$ cat config.mk
export PLATFORM = sky130hd
export DESIGN_NAME = mp_add_stream
export DESIGN_NICKNAME = d
export VERILOG_FILES = /design/src/rtl/mp_add_stream.sv
export SDC_FILE = /design/constraint.sdc
export NUM_CORES = 1
export LEC_CHECK = 0
export BUFFER_PORTS_ARGS = -buffer_cell sky130_fd_sc_hd__buf_2
export CAP_MARGIN = 20
export CORE_MARGIN = 2
export CORE_UTILIZATION = 35
export DETAILED_ROUTE_END_ITERATION = 10
export GPL_ROUTABILITY_DRIVEN = 0
export PLACE_DENSITY = 0.62
export SYNTH_ARGS = -nofsm -noshare
export SYNTH_HDL_FRONTEND = slang
export SYNTH_SLANG_ARGS = --single-unit
$ cat constraint.sdc
create_clock -name clk -period 3.4 [get_ports clk]
set_input_delay 0.34 -clock clk [delete_from_list [all_inputs] [get_ports clk]]
set_output_delay 0.34 -clock clk [all_outputs]
set_load 0.01 [all_outputs]
$ cat src/rtl/mp_add_stream.sv
// mp_add_stream: streaming multi-precision adder.
// Operand word pairs {b, a} arrive least-significant word first. Each accepted
// beat is added with the chained carry (or the packet carry-in on the first
// beat) in one WIDTH-bit square-root carry-select adder. Sum words leave
// through a 2-entry output FIFO with full backpressure.
//
// Ports:
//   clk, rst                      clock, asynchronous active-high reset
//   s_axis_tdata [2*WIDTH-1:0]    operand pair {b, a}
//   s_axis_tvalid/tready/tlast    input handshake, tlast = most-significant word
//   s_axis_tuser                  carry-in for the first beat of a packet
//   m_axis_tdata [WIDTH-1:0]      sum word
//   m_axis_tvalid/tready/tlast    output handshake, tlast copied from input
//   m_axis_tuser                  carry-out on the last beat, else 0
//   pkt_count [15:0]              packets fully delivered, wrapping

// sqrt_csla: carry-select adder with block sizes 2,2,3,4,5,... (clipped to WIDTH).
// Ports: a_i, b_i operands; cin_i carry-in; sum_o sum; cout_o carry-out.
module sqrt_csla #(
    parameter int WIDTH = 16
) (
    input  logic [WIDTH-1:0] a_i,
    input  logic [WIDTH-1:0] b_i,
    input  logic             cin_i,
    output logic [WIDTH-1:0] sum_o,
    output logic             cout_o
);
    function automatic int blk_lo(input int k);
        int lo;
        lo = 0;
        for (int j = 0; j < k; j++) lo += (j < 2) ? 2 : j + 1;
        return lo;
    endfunction

    function automatic int num_blk();
        int k;
        k = 0;
        while (blk_lo(k) < WIDTH) k++;
        return k;
    endfunction

    localparam int NBLK = num_blk();

    logic [NBLK:0] c;
    assign c[0] = cin_i;

    for (genvar k = 0; k < NBLK; k++) begin : g_blk
        localparam int LO  = blk_lo(k);
        localparam int HI0 = blk_lo(k + 1);
        localparam int HI  = (HI0 > WIDTH) ? WIDTH : HI0;
        localparam int BW  = HI - LO;

        // Both carry hypotheses are precomputed; the incoming carry only selects.
        logic [BW:0] s0, s1;
        assign s0 = {1'b0, a_i[HI-1:LO]} + {1'b0, b_i[HI-1:LO]};
        assign s1 = {1'b0, a_i[HI-1:LO]} + {1'b0, b_i[HI-1:LO]} + (BW + 1)'(1);
        assign sum_o[HI-1:LO] = c[k] ? s1[BW-1:0] : s0[BW-1:0];
        assign c[k+1]         = c[k] ? s1[BW] : s0[BW];
    end

    assign cout_o = c[NBLK];
endmodule

module mp_add_stream #(
    parameter int WIDTH = 16
) (
    input  logic               clk,
    input  logic               rst,
    input  logic [2*WIDTH-1:0] s_axis_tdata,
    input  logic               s_axis_tvalid,
    output logic               s_axis_tready,
    input  logic               s_axis_tlast,
    input  logic               s_axis_tuser,
    output logic [WIDTH-1:0]   m_axis_tdata,
    output logic               m_axis_tvalid,
    input  logic               m_axis_tready,
    output logic               m_axis_tlast,
    output logic               m_axis_tuser,
    output logic [15:0]        pkt_count
);
    typedef struct packed {
        logic [WIDTH-1:0] sum;
        logic             last;
        logic             user;
    } ent_t;

    ent_t        ent0_q, ent0_d, ent1_q, ent1_d, new_ent;
    logic [1:0]  count_q, count_d;
    logic        carry_q, carry_d;
    logic        first_q, first_d;
    logic [15:0] pkt_q, pkt_d;

    logic             push, pop, cin, cout;
    logic [WIDTH-1:0] sum;

    assign cin = first_q ? s_axis_tuser : carry_q;

    sqrt_csla #(.WIDTH(WIDTH)) u_add (
        .a_i   (s_axis_tdata[WIDTH-1:0]),
        .b_i   (s_axis_tdata[2*WIDTH-1:WIDTH]),
        .cin_i (cin),
        .sum_o (sum),
        .cout_o(cout)
    );

    assign s_axis_tready = (count_q != 2'd2) & ~rst;
    assign m_axis_tvalid = (count_q != 2'd0);
    assign m_axis_tdata  = ent0_q.sum;
    assign m_axis_tlast  = ent0_q.last;
    assign m_axis_tuser  = ent0_q.user;
    assign pkt_count     = pkt_q;

    assign push = s_axis_tvalid & s_axis_tready;
    assign pop  = m_axis_tvalid & m_axis_tready;

    always_comb begin
        new_ent.sum  = sum;
        new_ent.last = s_axis_tlast;
        new_ent.user = s_axis_tlast & cout;
    end

    always_comb begin
        ent0_d  = ent0_q;
        ent1_d  = ent1_q;
        carry_d = carry_q;
        first_d = first_q;
        pkt_d   = pkt_q;
        count_d = count_q + {1'b0, push} - {1'b0, pop};

        if (pop) begin
            ent0_d = ent1_q;
            if (ent0_q.last) pkt_d = pkt_q + 16'd1;
        end

        if (push) begin
            // Push with pop implies count was 1, so the new word becomes the head.
            if (count_q == 2'd0 || pop) ent0_d = new_ent;
            else                        ent1_d = new_ent;
            carry_d = s_axis_tlast ? 1'b0 : cout;
            first_d = s_axis_tlast;
        end
    end

    always_ff @(posedge clk or posedge rst) begin
        if (rst) begin
            ent0_q  <= '0;
            ent1_q  <= '0;
            count_q <= 2'd0;
            carry_q <= 1'b0;
            first_q <= 1'b1;
            pkt_q   <= 16'd0;
        end else begin
            ent0_q  <= ent0_d;
            ent1_q  <= ent1_d;
            count_q <= count_d;
            carry_q <= carry_d;
            first_q <= first_d;
            pkt_q   <= pkt_d;
        end
    end
endmodule

==> results.cfg, run 1 <==
[outcome]
status = completed

[timing]
hold_viol_final = 0
setup_viol = 0
min_period_ps = 2838
finalSetupTns_ps = 0
layout_setup_ws_ps = 562.5
final_max_slew_viol_count = 0
rsz0062_at_grt = false
max_freq_mhz = 352.4
relSlewSlack = 0.3545
fin_crit_sh = 0.8346
worst_pin_slew_ps = 968.3
skew_ps = 11.26

[layout]
drive_above_1_share = 0.2443
syn2layout_area_growth_pct = 18.73
fin_nets = 502
multi_input_area_um2 = 1944
regArea_um2 = 1403
nFillCells = 972
diodes = 0

[die]
fp.dieH_um = 103.4
start_util = 0.3572
die-area_um2 = 10700
top_level_ports = 74
fp.dieW_um = 103.4
num_rows = 36
design.core.area_um2 = 9684

[worst_hold_path]
whs_endpoint = carry_q$_DFFE_PP0P_
hp-class = input port to register
hold_depth = 2
hp-start = s_axis_tlast

[power_and_ir_drop]
p_per_area_nw_per_um2 = 624.2
p_leak_uw = 0.001978
peakVddDrop_uv = 263.6

[clock_network]
cts_tree = yes
clock_sinks = 56
htree_levels = 2
clkLatencyLatePin_ps = 310
clock_tree.buffer_depth = 2
cts_hold_buf = 1
cts_setup_buffers = 0
path_clk_slew_ps = 120
cts_resized = 0
numCtsBuffers = 5
clock-root-buffer = clkbuf_8

[critical_path]
slowest_stage = fa_1
crit_type = input port to register
endpoint_kind = register
rr_worst_depth = 7
cpPeakStageDelay_ps = 510
reg2reg_slack_ps = 650
reg2reg_from = first_q$_DFFE_PP1P_
cp-start-kind = input port
cp.arrival_ps = 3040
crit_required_ps = 3600
cp_common_cell = ha_1
path_cells = buf_2 -> ha_1 -> fa_1 -> ha_1 -> nand3b_1 -> mux2i_1 -> o221ai_4 -> a311o_1 -> nor4_4 -> a21oi_1 -> o31a_1
r2r-end = m_axis_tdata[15]$_DFF_PP0_
critical_path.max_fanout = 5

[route]
detail_route.wl_per_cell_um = 13.54
drt_iter0_markers = 73
dr.pass1.iters = 5
vias = 2810
vias_per_cell = 4.921
ant_nets = 0
routed_wirelength_um = 7733
drc = 0

[place]
port_buffers = 73
pre_cts_slack_ps = 225.4
place_hpwl_um = 5843

[logic_synthesis]
synth_area_um2 = 3460
synth_ff_type = dfrtp_1
avgSynthCellArea_um2 = 9.637
async_flop_share = 1.000
synthCells = 359
ys_ff_latch = 56
synth_enable_flop_cells = 0
yosysWarnings = 0
synth_nets = 424
ys_seq_area_frac = 0.4054
ys_types = 52

[global_route]
overflow = 0
grt_max_degree = 42
grt_pass1_wl_um = 12790
grt_pass1_vias = 2713
grt_usage = 0.1501
antenna_found_initial = 0

[job]
maxCapViolCount = 0
## cells by family (layout without fill, tap and decap cells)
logic type	after synthesis	in the layout	synth area share
fa+ha+maj	27	27	0.1085
flops	56	56	0.4054
xor+xnor	36	36	0.09114
mux	13	13	0.04051
buf+inv	30	109	0.03255
compound gates	57	57	0.1125
simple gates	140	140	0.2094
## cells in the mapped netlist, types with 2 or more instances
cell,instances,area [µm²]
a211o_1,2,17.52
a21o_1,2,15.01
a21oi_1,22,110.1
and2_1,2,12.51
and3_1,17,106.4
and3_2,2,15.01
and4_1,2,17.52
clkbuf_1,8,30.03
dfrtp_1,55,1376
fa_1,5,100.1
ha_1,22,275.3
inv_1,21,78.83
mux2_2,2,22.52
mux2i_1,9,90.09
mux2i_2,2,27.53
nand2_1,64,240.2
nand3_1,12,60.06
nand3b_1,5,37.54
nand4_1,5,31.28
nor2_1,12,45.04
nor3b_1,2,15.01
nor4_1,2,12.51
nor4_4,2,42.54
o21ai_0,11,55.05
o21ai_1,5,25.02
o21bai_1,2,15.01
or2_2,3,18.77
or3_1,3,18.77
xnor2_1,30,262.8
xor2_1,6,52.55
## where the power goes
group          leakage [µW]  internal [µW]  switching [µW]
Clock             0.0000487            151             238
Combinational       0.00124            484             588
Sequential         0.000691            930             173
Total               0.00198           1560            1000
## layout by cell type, fill, tap and decap left out, types with 6 or more instances in the layout
| master | instances |
|---|---|
| a21oi_1 | 22 |
| and3_1 | 17 |
| buf_2 | 73 |
| buf_4 | 6 |
| dfrtp_1 | 55 |
| ha_1 | 22 |
| inv_1 | 20 |
| mux2i_1 | 9 |
| nand2_1 | 64 |
| nand3_1 | 12 |
| nor2_1 | 12 |
| o21ai_0 | 11 |
| xnor2_1 | 30 |
| xor2_1 | 6 |
## final cells by class
type	instances	area share
repair buffers	80	0.1023
clock buffers	5	0.01675
well taps	133	0.04051
multi-input cells	273	0.4733
clock inverters	3	0.006397
inverters	21	0.01919
flip-flops and latches	56	0.3415
## worst max path at each step
stage / from / endpoint / slack (ps)
after global placement: s_axis_tdata[2] / m_axis_tdata[15]$_DFF_PP0_ / 290
after detailed placement: s_axis_tdata[2] / m_axis_tdata[15]$_DFF_PP0_ / 230
after global routing: s_axis_tdata[2] / ent1_q[0]$_DFFE_PP0P_ / 440
final: s_axis_tdata[2] / m_axis_tdata[15]$_DFF_PP0_ / 560
after floorplan: s_axis_tdata[2] / m_axis_tdata[15]$_DFF_PP0_ / 440
after CTS: s_axis_tdata[2] / m_axis_tdata[15]$_DFF_PP0_ / 550
## stage by stage
| stage | hold slack, ps | utilization | cells | power (µW) | area [µm²] |
|---|---|---|---|---|---|
| 2_1_floorplan | 434.0 | - | 359 | 1825 | 3460 |
| 5_1_grt | 233.5 | 0.4242 | 571 | 2787 | 4108 |
| 4_1_cts | 229.7 | 0.4242 | 571 | 2607 | 4108 |
| 3_3_place_gp | 341.8 | 0.4133 | 562 | 2169 | 4003 |
| 6_report | 240.9 | 0.4242 | 571 | 2564 | 4108 |
| 3_5_place_dp | 352.1 | 0.4133 | 562 | 2204 | 4003 |
## registers in the layout, indices dropped and copies added (netlist names)
| name | flops |
|---|---|
| m_axis_tdata | 16 |
| count_q | 2 |
| first_q | 1 |
| pkt_count | 16 |
| ent1_q | 18 |
| m_axis_tuser | 1 |
| carry_q | 1 |
| m_axis_tlast | 1 |
## per-layer routing
metal  part of all wire  vias up  GRT usage
met1               0.46     1347     0.1937
met2               0.50       63     0.2660
met4             0.0027        0    0.03138
met5                  0        -          0
li1                   -     1398          -
met3              0.038        2    0.02352
## critical path: cells and delay by family
| kind | cells | cell delay (ps) |
|---|---|---|
| multiplexers | 1 | 230 |
| buffers and inverters | 1 | 100 |
| AO/OA/AOI/OAI | 4 | 930 |
| adder cells (fa/ha/maj) | 3 | 950 |
| AND/OR/NAND/NOR | 2 | 500 |
No activity file was read; power rests on OpenSTA's default activity.
==> run 2, diff against run 1 <==
Settings changed: PLACE_DENSITY 0.62 to 0.64.
Clock period 3.4 ns to 2.45 ns, I/O delays scaled along.
==> run 2 against run 1 <==
Net effect:
- the flow now finishes with violations (negative setup slack)
- largest power group is now combinational logic
- die area unchanged
- clock power increased by 33%
- cell area is 11% higher
- sequential cell count unchanged
- routed wire length rose by 1.4%
- combinational power up 60%
- utilization grew 4.5 points
- sequential share of layout area shrank 3.3 points
- count of clock-buffer cells in the layout stayed put
- first-iteration DRC count increased by 97%
- largest cell class unchanged
- critical endpoint unchanged
==> results.cfg, run 2 (synthesized netlist as in run 1, its figures left out) <==
[outcome]
status = finished, violations left
violations = negative setup slack

[critical_path]
crit_buf_inv = 3
cpPeakStageDelay_ps = 550
reg2reg_from = first_q$_DFFE_PP1P_
slowest_stage = fa_2
crit_type = input port to register
endpoint_kind = register
cp.arrival_ps = 2970
cp-start-kind = input port
critical_path.max_fanout = 5
crit_required_ps = 2710
path_cells = buf_2 -> ha_4 -> fa_2 -> ha_4 -> nand3b_1 -> mux2i_4 -> o221ai_4 -> a311o_1 -> buf_4 -> nor4_4 -> buf_4 -> and3_4 -> o31a_1
rr_worst_depth = 10
r2r-end = m_axis_tdata[15]$_DFF_PP0_
startpoint = s_axis_tdata[18]
reg2reg_slack_ps = -210
endpoint = m_axis_tdata[15]$_DFF_PP0_
cp_top_family = adder cells
crit_cells = 13

[route]
drc = 0
vias_per_cell = 4.821
vias = 2907
dr.pass1.iters = 4
ant_nets = 0
drt_iter0_markers = 144
routed_wirelength_um = 7839
detail_route.wl_per_cell_um = 13.00

[layout]
final_common_cell = buf_2
diodes = 0
fin_nets = 534
largest_register = ent1_q
drive_above_1_share = 0.3468
largest_register_ffs = 18
syn2layout_area_growth_pct = 31.36
final_cell_mix = buf_2, nand2_1, dfrtp_1

[die]
design.core.area_um2 = 9684
start_util = 0.3572
fp.dieW_um = 103.4
num_rows = 36
die-area_um2 = 10700
top_level_ports = 74
fp.dieH_um = 103.4

[clock_network]
numCtsBuffers = 5
clock_tree.buffer_depth = 2
htree_levels = 2
path_clk_slew_ps = 110
clock_sinks = 56
cts_tree = yes
clock-root-buffer = clkbuf_8
cts_hold_buf = 0
clkLatencyLatePin_ps = 320

[timing]
finalSetupTns_ps = -2443
final_max_slew_viol_count = 0
worst_pin_slew_ps = 930.0
setup_viol = 13
relSlewSlack = 0.3800
rsz0062_at_grt = true
min_period_ps = 2706
fin_crit_sh = 1.104
layout_setup_ws_ps = -255.8
hold_viol_final = 0
skew_ps = 12.03
max_freq_mhz = 369.6

[worst_hold_path]
hp-class = input port to register
hold_depth = 2

[job]
maxCapViolCount = 0

[global_route]
grt_pass1_wl_um = 13110
grt_max_degree = 57
grt_usage = 0.1543
grt_pass1_vias = 2910
overflow = 0
antenna_found_initial = 0

[power_and_ir_drop]
peakVddDrop_uv = 312.5
p_leak_uw = 0.002160
p_per_area_nw_per_um2 = 829.8

[place]
place_hpwl_um = 6033
pre_cts_slack_ps = -593.8
port_buffers = 73
[run 2: cell types whose count changed in the layout (fill, tap and decap cells not counted), moves of 3 or more]
cell        before  now
a21oi_1         22   18
a21oi_2          1    4
and3_4           0    3
buf_4            6   37
clkinvlp_4       0    3
ha_1            22   18
ha_4             0    3
mux2i_1          9    6
xnor2_1         30   24
xnor2_2          0    6
[run 2: worst min-delay path by stage]
stage / startpoint / to / slack, ps
finish: s_axis_tlast / carry_q$_DFFE_PP0P_ / 150
global route: s_axis_tlast / carry_q$_DFFE_PP0P_ / 150
CTS: s_axis_tlast / carry_q$_DFFE_PP0P_ / 150
detailed placement: pkt_count[15]$_DFFE_PP0P_ / pkt_count[15]$_DFFE_PP0P_ / 460
global placement: pkt_count[15]$_DFFE_PP0P_ / pkt_count[15]$_DFFE_PP0P_ / 460
floorplan: rst / carry_q$_DFFE_PP0P_ / 330
[run 2: cell type report]
type	instances	area, µm²
fillers	937	5140
multi-input cells	273	2135
flip-flops and latches	56	1403
repair buffers	112	665.6
well taps	133	166.4
inverters	21	82.58
clock buffers	5	68.82
clock inverters	3	23.77
[run 2: stage by stage]
step                hold WS (ps)  instances  power [µW]  instance area, µm²    util
finish                     151.6        603        3771                4544  0.4693
global placement           455.2        592        3124                4272  0.4411
CTS                        148.7        603        3747                4441  0.4585
floorplan                  332.2        359        2540                3503       -
detailed placement         461.0        592        3183                4272  0.4411
global route               147.4        603        4094                4544  0.4693
[run 2: routing by layer]
metal  global-route usage  routed length [µm]  vias to the layer above
met2               0.2754                3924                       62
met5                    0                   0                        -
met1               0.1935                3551                     1382
met3              0.02957                 320                        5
li1                     -                   -                     1458
met4              0.03340                  42                        0
[run 2: worst register-to-register path: stages, from the launching register on]
cell and delay, ps:
dfstp_2 560, mux2i_2 210, buf_4 180, mux2i_4 260, o221ai_4 150, a311o_1 330, buf_4 160, nor4_4 290
buf_4 190, and3_4 170, o31a_1 110
[run 2: power by group]
group	total, µW	leakage (µW)	switching (µW)	internal, µW
registers	1540	0.000691	247	1290
clock network	519	0.0000404	316	203
logic	1710	0.00143	890	824
[run 2: repair_timing]
action	4_1_cts	5_1_grt
buffers inserted	3	0
cloned	0	0
pin swaps	15	10
resized for setup	9	21
endpoints found under the setup margin	20	21
==> run 3, diff against run 2 <==
Settings changed: ABC_AREA set to 1, CORE_UTILIZATION 35 to 40, PLACE_DENSITY 0.64 to 0.71, SLEW_MARGIN set to 5.
==> run 3 against run 2 <==
Net effect:
- the flow finishes with violations (negative hold slack)
- synthesized cell count grew 24%
- sequential cell count unchanged
- worst hold slack got worse by 160 ps
- cell area fell by 8.5%
- total power fell by 3.1%
- die area shrank 9.7%
- clock power up 2%
- sequential share of layout area is 2.8 points higher
- critical path type unchanged
- critical endpoint is now ent1_q[13]$_DFFE_PP0P_
- highest routed layer unchanged
==> results.cfg, run 3 <==
[logic_synthesis]
synth-adder-area-share = 0.1056
synth_compound_area_frac = 0.06441
ys_ff_latch = 56
synthMostInstantiatedCell = nand2_1
synth-xor-area-share = 0.06653
synth_top_family_by_area = simple AND/OR/NAND/NOR gates
ys_seq_area_frac = 0.3946
avgSynthCellArea_um2 = 7.970
synth_ff_type = dfrtp_1
synth_common_cells = nand2_1, dfrtp_1, inv_1
synth_area_um2 = 3555
synthCells = 446
synth_simple_gate_area_frac = 0.2950
muxShareOfSynthArea = 0.008448
async_flop_share = 1.000
synth.area.top_cells = dfrtp_1, nand2_1, ha_1
yosysTopAreaCell = dfrtp_1
synth_enable_flop_cells = 0
synth.top_cell.area_share = 0.3872
yosysWarnings = 0
synth_nets = 511
ys_types = 33

[clock_network]
htree_levels = 2
cts_tree = yes
clock_tree.buffer_depth = 2
path_clk_slew_ps = 110
cts_resized = 0
cts_setup_buffers = 0
clock-root-buffer = clkbuf_8
numCtsBuffers = 5
clock_sinks = 56
clkLatencyLatePin_ps = 310
cts_hold_buf = 0

[global_route]
grt_pass1_vias = 2990
overflow = 0
grt_usage = 0.1602
grt_max_degree = 28
grt_pass1_wl_um = 12950
antenna_found_initial = 0

[timing]
rsz0062_at_grt = false
setup_viol = 0
holdWs_ps = -7.031
max_freq_mhz = 476.2
finalSetupTns_ps = 0
relSlewSlack = 0.5617
skew_ps = 8.828
hold_viol_final = 9
fin_crit_sh = 0.8571
worst_pin_slew_ps = 656.7
min_period_ps = 2100
final_max_slew_viol_count = 0

[power_and_ir_drop]
p_per_area_nw_per_um2 = 878.6
p_leak_uw = 0.002313
seq_power_share = 0.410
switching_share = 0.4105
clockPowerShare = 0.145
comb_power_share = 0.445
internal_power_uw = 2155
p_switching_uw = 1501
power_uw = 3655
peakVddDrop_uv = 639.8

[critical_path]
endpoint_kind = register
cp_common_cell = nand2_1
rr_worst_depth = 9
cp_top_family = adder cells
reg2reg_slack_ps = 580
reg2reg_from = count_q[1]$_DFF_PP0_
cp.arrival_ps = 2310
cpPeakStageDelay_ps = 500
cp-start-kind = input port
r2r-end = count_q[1]$_DFF_PP0_
crit_buf_inv = 2
slowest_stage = fa_1
critical_path.max_fanout = 7
crit_required_ps = 2660
crit_type = input port to register
path_cells = buf_2 -> ha_1 -> fa_1 -> ha_1 -> inv_1 -> nand2_1 -> nand2_1 -> nand2_1 -> nand3_1 -> nand3_1 -> nand2_4 -> o21ai_1 -> nand2_1 -> nand3_1 -> o21ai_0

[layout]
nFillCells = 849
syn2layout_area_growth_pct = 17.04
regArea_um2 = 1403
largest_register_ffs = 18
final_common_cell = nand2_1
fin_nets = 589
diodes = 0
drive_above_1_share = 0.2229
multi_input_area_um2 = 1919
largest_register = ent1_q
final_cell_mix = nand2_1, buf_2, dfrtp_1

[route]
ant_nets = 0
dr.pass1.iters = 4
drc = 0
drt_iter0_markers = 122
vias = 3068
vias_per_cell = 4.847
routed_wirelength_um = 7413
detail_route.wl_per_cell_um = 11.71

[place]
place_hpwl_um = 5709
port_buffers = 73

[die]
fp.dieH_um = 98.27
top_level_ports = 74
fp.dieW_um = 98.27
start_util = 0.4096
num_rows = 34
design.core.area_um2 = 8678
die-area_um2 = 9657

[outcome]
status = finished, violations left
violations = negative hold slack

[worst_hold_path]
hp-class = input port to asynchronous set/reset pin

[job]
maxCapViolCount = 0
## run 3: cell count changes after synthesis, moves of 4 or more
cell,before,now
nand2_1,64,147
inv_1,21,50
nand3_1,12,34
and3_1,17,1
a21oi_1,22,7
xnor2_1,30,15
o21ai_0,11,24
nand2_2,0,9
mux2i_1,9,3
xor2_1,6,12
o211ai_1,0,5
clkbuf_1,8,4
nand2_4,0,4
nand3b_1,5,1
## run 3: cell families after synthesis
family	Yosys count
simple gates	230
mux	3
compound gates	42
xor+xnor	27
flops	56
fa+ha+maj	27
buf+inv	61
## run 3: power by group through the flow
stage,clock network (µW),logic [µW],registers [µW]
after global routing,586,1860,1540
after floorplan,0,1090,1560
after global placement,0,1610,1500
after detailed placement,0,1640,1520
final,531,1630,1500
after CTS,545,1650,1500
## run 3: worst max path at each step
| stage | start | end | slack [ps] | cells after the start |
|---|---|---|---|---|
| global placement | s_axis_tdata[0] | ent1_q[13]$_DFFE_PP0P_ | 50 | 16 |
| CTS | s_axis_tdata[0] | ent1_q[13]$_DFFE_PP0P_ | 340 | 16 |
| detailed placement | s_axis_tdata[0] | ent1_q[13]$_DFFE_PP0P_ | 5 | 16 |
| floorplan | s_axis_tdata[0] | ent1_q[13]$_DFFE_PP0P_ | 270 | 16 |
| finish | s_axis_tdata[0] | ent1_q[13]$_DFFE_PP0P_ | 350 | 15 |
| global route | s_axis_tdata[0] | ent1_q[16]$_DFFE_PP0P_ | 140 | 17 |
## run 3: metrics by stage
stage / cells / instance area, µm² / worst slack (ps) / hold WS, ps / utilization
2_1_floorplan: 446 / 3555 / 271.5 / 384.1 / -
3_3_place_gp: 625 / 4066 / 51.32 / 351.4 / 0.4686
3_5_place_dp: 625 / 4066 / 4.834 / 357.9 / 0.4686
4_1_cts: 633 / 4160 / 338.7 / 15.12 / 0.4794
5_1_grt: 633 / 4160 / 143.3 / 41.25 / 0.4794
6_report: 633 / 4160 / 350.0 / -7.031 / 0.4794
## run 3: final cells by class
class                           count  share of cell area
Multi-Input combinational cell    329              0.4614
Sequential cell                    56              0.3371
Timing Repair Buffer               79             0.09865
Inverter                           53             0.04782
Tap cell                          108             0.03248
Clock buffer                        5             0.01654
Clock inverter                      3            0.006015
## run 3: per-layer routing
metal / share of wire / global-route usage
met5: 0 / 0
met4: 0.010 / 0.03477
met3: 0.046 / 0.03150
met2: 0.48 / 0.2766
met1: 0.46 / 0.2097
